<file path="config.mk">
export PLATFORM = sky130hd
export DESIGN_NAME = registro_id_ex
export DESIGN_NICKNAME = d
export VERILOG_FILES = /design/src/rtl/registro_id_ex.sv
export SDC_FILE = /design/constraint.sdc
export NUM_CORES = 1
export LEC_CHECK = 0
export CAP_MARGIN = 15
export CORE_UTILIZATION = 40
export CTS_CLUSTER_DIAMETER = 80
export DETAILED_ROUTE_END_ITERATION = 12
export PLACE_DENSITY_LB_ADDON = 0.08
export REMOVE_ABC_BUFFERS = 1
export SYNTH_ARGS = -nofsm -noshare
export SYNTH_HDL_FRONTEND = slang
export SYNTH_SLANG_ARGS = --single-unit
</file>
<file path="constraint.sdc">
create_clock -name clk -period 2.7 [get_ports clk]
set_input_delay 0.54 -clock clk [delete_from_list [all_inputs] [get_ports clk]]
set_output_delay 0.54 -clock clk [all_outputs]
set_load 0.01 [all_outputs]
</file>
<file path="src/rtl/registro_id_ex.sv">
// registro_id_ex
// ID/EX pipeline register with integrated load-use hazard detection.
// Every cycle it captures the ID-stage operands, immediate, register
// specifiers and control bits and presents them to EX. A load in EX whose
// destination (ex_rt) is read by the instruction in ID freezes PC and IF/ID
// for one cycle and inserts a bubble into EX.
//
// Ports:
//   clk, reset          rising-edge clock, synchronous active-high reset
//   flush               taken branch/jump: instruction entering EX becomes a bubble
//   id_*                decode-stage specifiers, data and control bits
//   ex_*                registered copies of every id_* input
//   ex_valid            1 = real instruction in EX, 0 = bubble
//   pc_esc, ifid_esc    PC / IF-ID write enables (combinational, low on hazard)
//   stall_cnt           saturating load-use stall counter (HAZARD_STATS_EN only)
//
// Build option: define HAZARD_STATS_EN to add the stall_cnt port and counter.
module registro_id_ex #(
  parameter int DATA_W = 32,
  parameter int REG_W  = 5
) (
  input  logic              clk,
  input  logic              reset,
  input  logic              flush,
  input  logic [REG_W-1:0]  id_rs,
  input  logic [REG_W-1:0]  id_rt,
  input  logic [REG_W-1:0]  id_rd,
  input  logic [DATA_W-1:0] id_dato_a,
  input  logic [DATA_W-1:0] id_dato_b,
  input  logic [DATA_W-1:0] id_inm,
  input  logic              id_esc_reg,
  input  logic              id_lee_mem,
  input  logic              id_esc_mem,
  input  logic              id_mem_a_reg,
  input  logic              id_alu_src,
  input  logic              id_reg_dst,
  input  logic [1:0]        id_alu_op,
  output logic [REG_W-1:0]  ex_rs,
  output logic [REG_W-1:0]  ex_rt,
  output logic [REG_W-1:0]  ex_rd,
  output logic [DATA_W-1:0] ex_dato_a,
  output logic [DATA_W-1:0] ex_dato_b,
  output logic [DATA_W-1:0] ex_inm,
  output logic              ex_esc_reg,
  output logic              ex_lee_mem,
  output logic              ex_esc_mem,
  output logic              ex_mem_a_reg,
  output logic              ex_alu_src,
  output logic              ex_reg_dst,
  output logic [1:0]        ex_alu_op,
  output logic              ex_valid,
  output logic              pc_esc,
`ifdef HAZARD_STATS_EN
  output logic              ifid_esc,
  output logic [15:0]       stall_cnt
`else
  output logic              ifid_esc
`endif
);

  logic [REG_W-1:0]  r_rs, r_rt, r_rd;
  logic [DATA_W-1:0] r_dato_a, r_dato_b, r_inm;
  logic              r_esc_reg, r_lee_mem, r_esc_mem, r_mem_a_reg;
  logic              r_alu_src, r_reg_dst;
  logic [1:0]        r_alu_op;
  logic              r_valid;
  logic              w_riesgo;

  // Register 0 is hard-wired, so a load targeting it never creates a hazard.
  assign w_riesgo = r_valid & r_lee_mem & (r_rt != '0) &
                    ((r_rt == id_rs) | (r_rt == id_rt));

  // Flush does not gate the hold: the fetch unit resolves flush vs. PC hold.
  assign pc_esc   = ~w_riesgo;
  assign ifid_esc = ~w_riesgo;

  // Reset, flush and stall all load the same all-zero bubble; clearing the
  // specifiers too keeps the forwarding unit from matching on stale values.
  always_ff @(posedge clk) begin
    if (reset || flush || w_riesgo) begin
      r_rs        <= '0;
      r_rt        <= '0;
      r_rd        <= '0;
      r_dato_a    <= '0;
      r_dato_b    <= '0;
      r_inm       <= '0;
      r_esc_reg   <= 1'b0;
      r_lee_mem   <= 1'b0;
      r_esc_mem   <= 1'b0;
      r_mem_a_reg <= 1'b0;
      r_alu_src   <= 1'b0;
      r_reg_dst   <= 1'b0;
      r_alu_op    <= 2'b00;
      r_valid     <= 1'b0;
    end else begin
      r_rs        <= id_rs;
      r_rt        <= id_rt;
      r_rd        <= id_rd;
      r_dato_a    <= id_dato_a;
      r_dato_b    <= id_dato_b;
      r_inm       <= id_inm;
      r_esc_reg   <= id_esc_reg;
      r_lee_mem   <= id_lee_mem;
      r_esc_mem   <= id_esc_mem;
      r_mem_a_reg <= id_mem_a_reg;
      r_alu_src   <= id_alu_src;
      r_reg_dst   <= id_reg_dst;
      r_alu_op    <= id_alu_op;
      r_valid     <= 1'b1;
    end
  end

  assign ex_rs        = r_rs;
  assign ex_rt        = r_rt;
  assign ex_rd        = r_rd;
  assign ex_dato_a    = r_dato_a;
  assign ex_dato_b    = r_dato_b;
  assign ex_inm       = r_inm;
  assign ex_esc_reg   = r_esc_reg;
  assign ex_lee_mem   = r_lee_mem;
  assign ex_esc_mem   = r_esc_mem;
  assign ex_mem_a_reg = r_mem_a_reg;
  assign ex_alu_src   = r_alu_src;
  assign ex_reg_dst   = r_reg_dst;
  assign ex_alu_op    = r_alu_op;
  assign ex_valid     = r_valid;

`ifdef HAZARD_STATS_EN
  logic [15:0] r_stall_cnt;

  always_ff @(posedge clk) begin
    if (reset) begin
      r_stall_cnt <= 16'h0000;
    end else if (w_riesgo && (r_stall_cnt != 16'hFFFF)) begin
      r_stall_cnt <= r_stall_cnt + 16'h0001;
    end
  end

  assign stall_cnt = r_stall_cnt;
`endif

endmodule

</file>
# Yosys cells after proc, flatten, opt, wreduce, memory -nomap -nowiden
# Index checks and enable logic that the tools add are counted.
# totals
output_inout_bits	122
ff_bits	120
# op_classes
reduce_logical	3
n_eq_ne	2
bitwise_logic	5
muxes	1
# ops
op	n
$eq 5x5->1	2
$reduce_bool 5->1	1
$and 1x1->1	3
$logic_or 1x1->1	2
$mux 1	1
$not 1->1	1
$or 1x1->1	1

# Depth between registers and ports, before layout
# Gate-level depths: netlist of run 1.
# depth
ltp_word	5
depth_mapped	7
ltp_nobuf	4

# Worst setup path after synthesis of run 1
# No wires, ideal clock.
# synth_path
path_kind	in2out
startpoint	in id_rs[4]
endpoint	out pc_esc
t_required_ns	2.160
setup_slack_ns	0.522
stages	7
arrival_time_ns	1.638
cell_sequence	xnor2_1 > nand3_1 > o22ai_1 > buf_2 > buf_2 > nand2_1 > buf_4
# synth_between
elab_chain_cells	4
# synth_lines
item	line	rtl
start, declared	25	input logic [REG_W-1:0] id_rs,
$eq 5x5->1	71	((r_rt == id_rs) | (r_rt == id_rt));
$or 1x1->1	71	
$and 1x1->1	70	assign w_riesgo = r_valid & r_lee_mem & (r_rt != '0) &
$not 1->1	n/a	
end, declared	52	output logic pc_esc,
# Every way passes these cells.

# Final worst setup path of run 1
# layout_path
startpoint	reg r_rt[0], in the netlist ex_rt[0]
endpoint	out ifid_esc
# layout_between
elab_chain_cells	4
word_cells_on_any_way	7
# layout_lines
item	line	rtl
start, declared	61	logic [REG_W-1:0] r_rs, r_rt, r_rd;
start signal, assigned	97	r_rt <= id_rt;
$eq 5x5->1 / $reduce_bool 5->1 (equally long branches)	71, 70	
$or 1x1->1 / $and 1x1->1 (equally long branches)	71, 70	
$and 1x1->1 (*)	70	
$not 1->1 (*)	75	assign ifid_esc = ~w_riesgo;
end, declared	57	output logic ifid_esc
# Mark *: on every way between the ends. The rest lies on a longest branch, timed or not.

==> results of run 1 <==
worst min-delay path: stages:
cell and delay [ns]:
clkdlybuf4s50_1 0.39, nand2_1 0.05, a21oi_1 0.03
placed cells by master (no fill, tap or decap):
master | netlist | final
a21boi_0 | 1 | 1
a21oi_1 | 29 | 29
a21oi_2 | 90 | 90
buf_12 | 0 | 4
buf_4 | 1 | 2
bufinv_16 | 0 | 4
clkbuf_16 | 0 | 16
clkbuf_8 | 0 | 3
clkdlybuf4s50_1 | 0 | 241
clkinv_2 | 0 | 1
clkinv_4 | 0 | 2
clkinvlp_4 | 0 | 3
dfxtp_1 | 120 | 120
dlygate4sd2_1 | 0 | 2
inv_6 | 0 | 3
nand2_1 | 122 | 122
nand3_1 | 2 | 2
nor2_4 | 0 | 1
o22ai_4 | 0 | 1
o311a_4 | 0 | 1
or3_1 | 1 | 1
xnor2_1 | 10 | 10
metal layers:
| metal | part of all wire [%] | track usage, % | up-vias |
|---|---|---|---|
| met5 | 0 | 0 | - |
| met3 | 10 | 9.90 | 23 |
| li1 | - | - | 1820 |
| met1 | 38 | 23.4 | 1678 |
| met2 | 50 | 37.5 | 176 |
| met4 | 2.6 | 9.90 | 0 |
per-stage QoR:
step,worst slack [ns],util [%]
after floorplan,-6.98,-
after global placement,-0.0154,66.8
after detailed placement,-0.00392,66.8
after CTS,0.0807,73.2
after global routing,0.0684,73.2
final,0.146,73.2
where the power goes:
| part | internal, mW | total (mW) | switching (mW) |
|---|---|---|---|
| Clock | 1.56 | 2.36 | 0.803 |
| Combinational | 0.334 | 0.561 | 0.227 |
| Sequential | 1.84 | 1.87 | 0.0226 |
| Total | 3.74 | 4.79 | 1.05 |
worst max-delay path by stage:
stage / cells after the start / to
floorplan: 4 / ifid_esc
global placement: 6 / ifid_esc
detailed placement: 6 / pc_esc
CTS: 4 / pc_esc
global route: 4 / ifid_esc
finish: 4 / ifid_esc
cells in the mapped netlist:
library cell	count	area (µm²)
a21boi_0	1	7.51
a21oi_1	29	145
a21oi_2	90	788
buf_2	11	55.1
buf_4	1	7.51
buf_6	10	113
clkbuf_1	18	67.6
dfxtp_1	120	2400
nand2_1	122	458
nand3_1	2	10.0
nor2_1	1	3.75
o22ai_1	1	6.26
o311a_1	1	10.0
or3_1	1	6.26
xnor2_1	10	87.6
cells by family (layout without fill, tap and decap cells):
| family | Yosys count | count (layout) | share of synthesized area, % |
|---|---|---|---|
| buffers and inverters | 40 | 281 | 5.82 |
| AO/OA/AOI/OAI | 122 | 122 | 23.0 |
| AND/OR/NAND/NOR | 126 | 126 | 11.5 |
| flip-flops | 120 | 120 | 57.6 |
| XOR/XNOR | 10 | 10 | 2.10 |
repair_timing:
action	4_1_cts	5_1_grt
gates resized for setup	2	0
endpoints found under the setup margin	2	0
endpoints found under the hold margin	0	0
layout make-up:
type | count | area, µm²
Clock inverter | 13 | 191
Timing Repair Buffer | 249 | 2520
Fill cell | 764 | 2670
Sequential cell | 120 | 2400
Multi-Input combinational cell | 258 | 1560
Tap cell | 133 | 166
Clock buffer | 19 | 442
==> impl_metrics.tcl, run 1 <==
set metrics [dict create \
    ys_seq_elements 120 \
    fin_skew_ns 0.00867 \
    vias 3697 \
    clock_latency_ns 0.50 \
    drt-initial-drc-count 126 \
    rr_startpoint "ex_rt[4]" \
    yosysSeqAreaShare_pct 57.6 \
    cp_num_buf_inv 1 \
    worstPathArrival_ns 2.01 \
    core_mm2 0.00995 \
    power_mw 4.79 \
    finalCritPeriodShare_pct 94.6 \
    cap_violations 0 \
    cp-startpoint "ex_rt[0]" \
    rows 36 \
    worstSetupPathType "flop to output pin" \
    hold_violations 0 \
    worstReg2RegEnd "ex_dato_a[29]" \
    cts_hold_buf 0 \
    critPathCaptureType "output pin" \
    ir_drop_uv 396 \
    gr-usage-all-layers_pct 22.0 \
    critPathMaxFanout 4 \
    wl_per_cell_um 15.0 \
    cts_max_level 4 \
    grt_max_degree 121 \
    dpl.hpwl_mm 8.03 \
    ant_nets 0 \
    postPlaceCellArea_mm2 0.00665 \
    diodes 0 \
    clock-root-buffer "clkbuf_8" \
    wl_mm 11.9 \
    required_ns 2.16 \
    critPathTopFamily "simple AND/OR/NAND/NOR gates" \
    drive_gt1_share_pct 19.9 \
    cts_buffer_depth 2 \
    io_pins 244 \
    p_leak_nw 2.67 \
    post_cts_buffers 0 \
    drv_slew 0 \
    vias_per_cell 4.67 \
    dieArea_mm2 0.0108 \
    worst_slew_pin_slew_ns 0.848 \
    grt_pass1_vias 3725 \
    synthToLayoutAreaGrowth_pct 74.7 \
    hold_depth 3 \
    finalSetupTns_ns 0 \
    cts_tree "yes" \
    synth_area_mm2 0.00417 \
    reg2regPathDepth 6 \
    ys_warn_count 0 \
    hp-class "input port to flop" \
    drcViolationCount 0 \
    clkTransAtPathRegs_ns 0.06 \
    gr-total-overflow 0 \
    numCtsBuffers 17 \
    final_cell_count_no_fill 792 \
    num-nets-final 768 \
    gp_congestion 0.797 \
    portBuffers 243 \
    slowest_stage "or3_1" \
    dp_cells 760 \
    initial_core_util_pct 41.9 \
    cp_slowest_stage_delay_ns 0.41 \
    max_freq_mhz 392 \
    hold_start "id_dato_a[25]" \
    p_per_area_mw_per_mm2 658 \
    antenna_found_initial 0 \
    synth_cell_types 15 \
    holdPathEnd "ex_dato_a[25]" \
    period_needed_ns 2.55 \
    syn_inst 418 \
    r2r_setup_slack_ns 0.63 \
    rsz0062_at_grt "false" \
    path_cells "or3_1 > o311a_4 > nand2_1 > dlygate4sd2_1" \
    relSlewSlack_pct 43.5 \
    syn_avg_cell_area_um2 9.97 \
    postLayoutCellArea_mm2 0.00728 \
    setup_viol 0 \
    startpoint_type "flop" \
    cts_sinks 120 \
    grt_pass1_wl_mm 18.6 \
    die_x_um 104 \
    dr.pass1.iters 4 \
    outcome "completed" \
    die_h_um 104 \
    hold-worst-slack_ns 0.568 \
]
(Power assumes the default switching activity.)
==> run 2: changes to the inputs <==
--- a/config.mk
+++ b/config.mk
@@ -7,7 +7,8 @@
 export LEC_CHECK = 0
 export CAP_MARGIN = 15
 export CORE_UTILIZATION = 40
-export CTS_CLUSTER_DIAMETER = 80
+export CTS_CLUSTER_DIAMETER = 60
+export CTS_CLUSTER_SIZE = 8
 export DETAILED_ROUTE_END_ITERATION = 12
 export PLACE_DENSITY_LB_ADDON = 0.08
 export REMOVE_ABC_BUFFERS = 1
==> results of run 2 <==
Same layout as run 1: the final DEF is identical, and so are final timing and power.
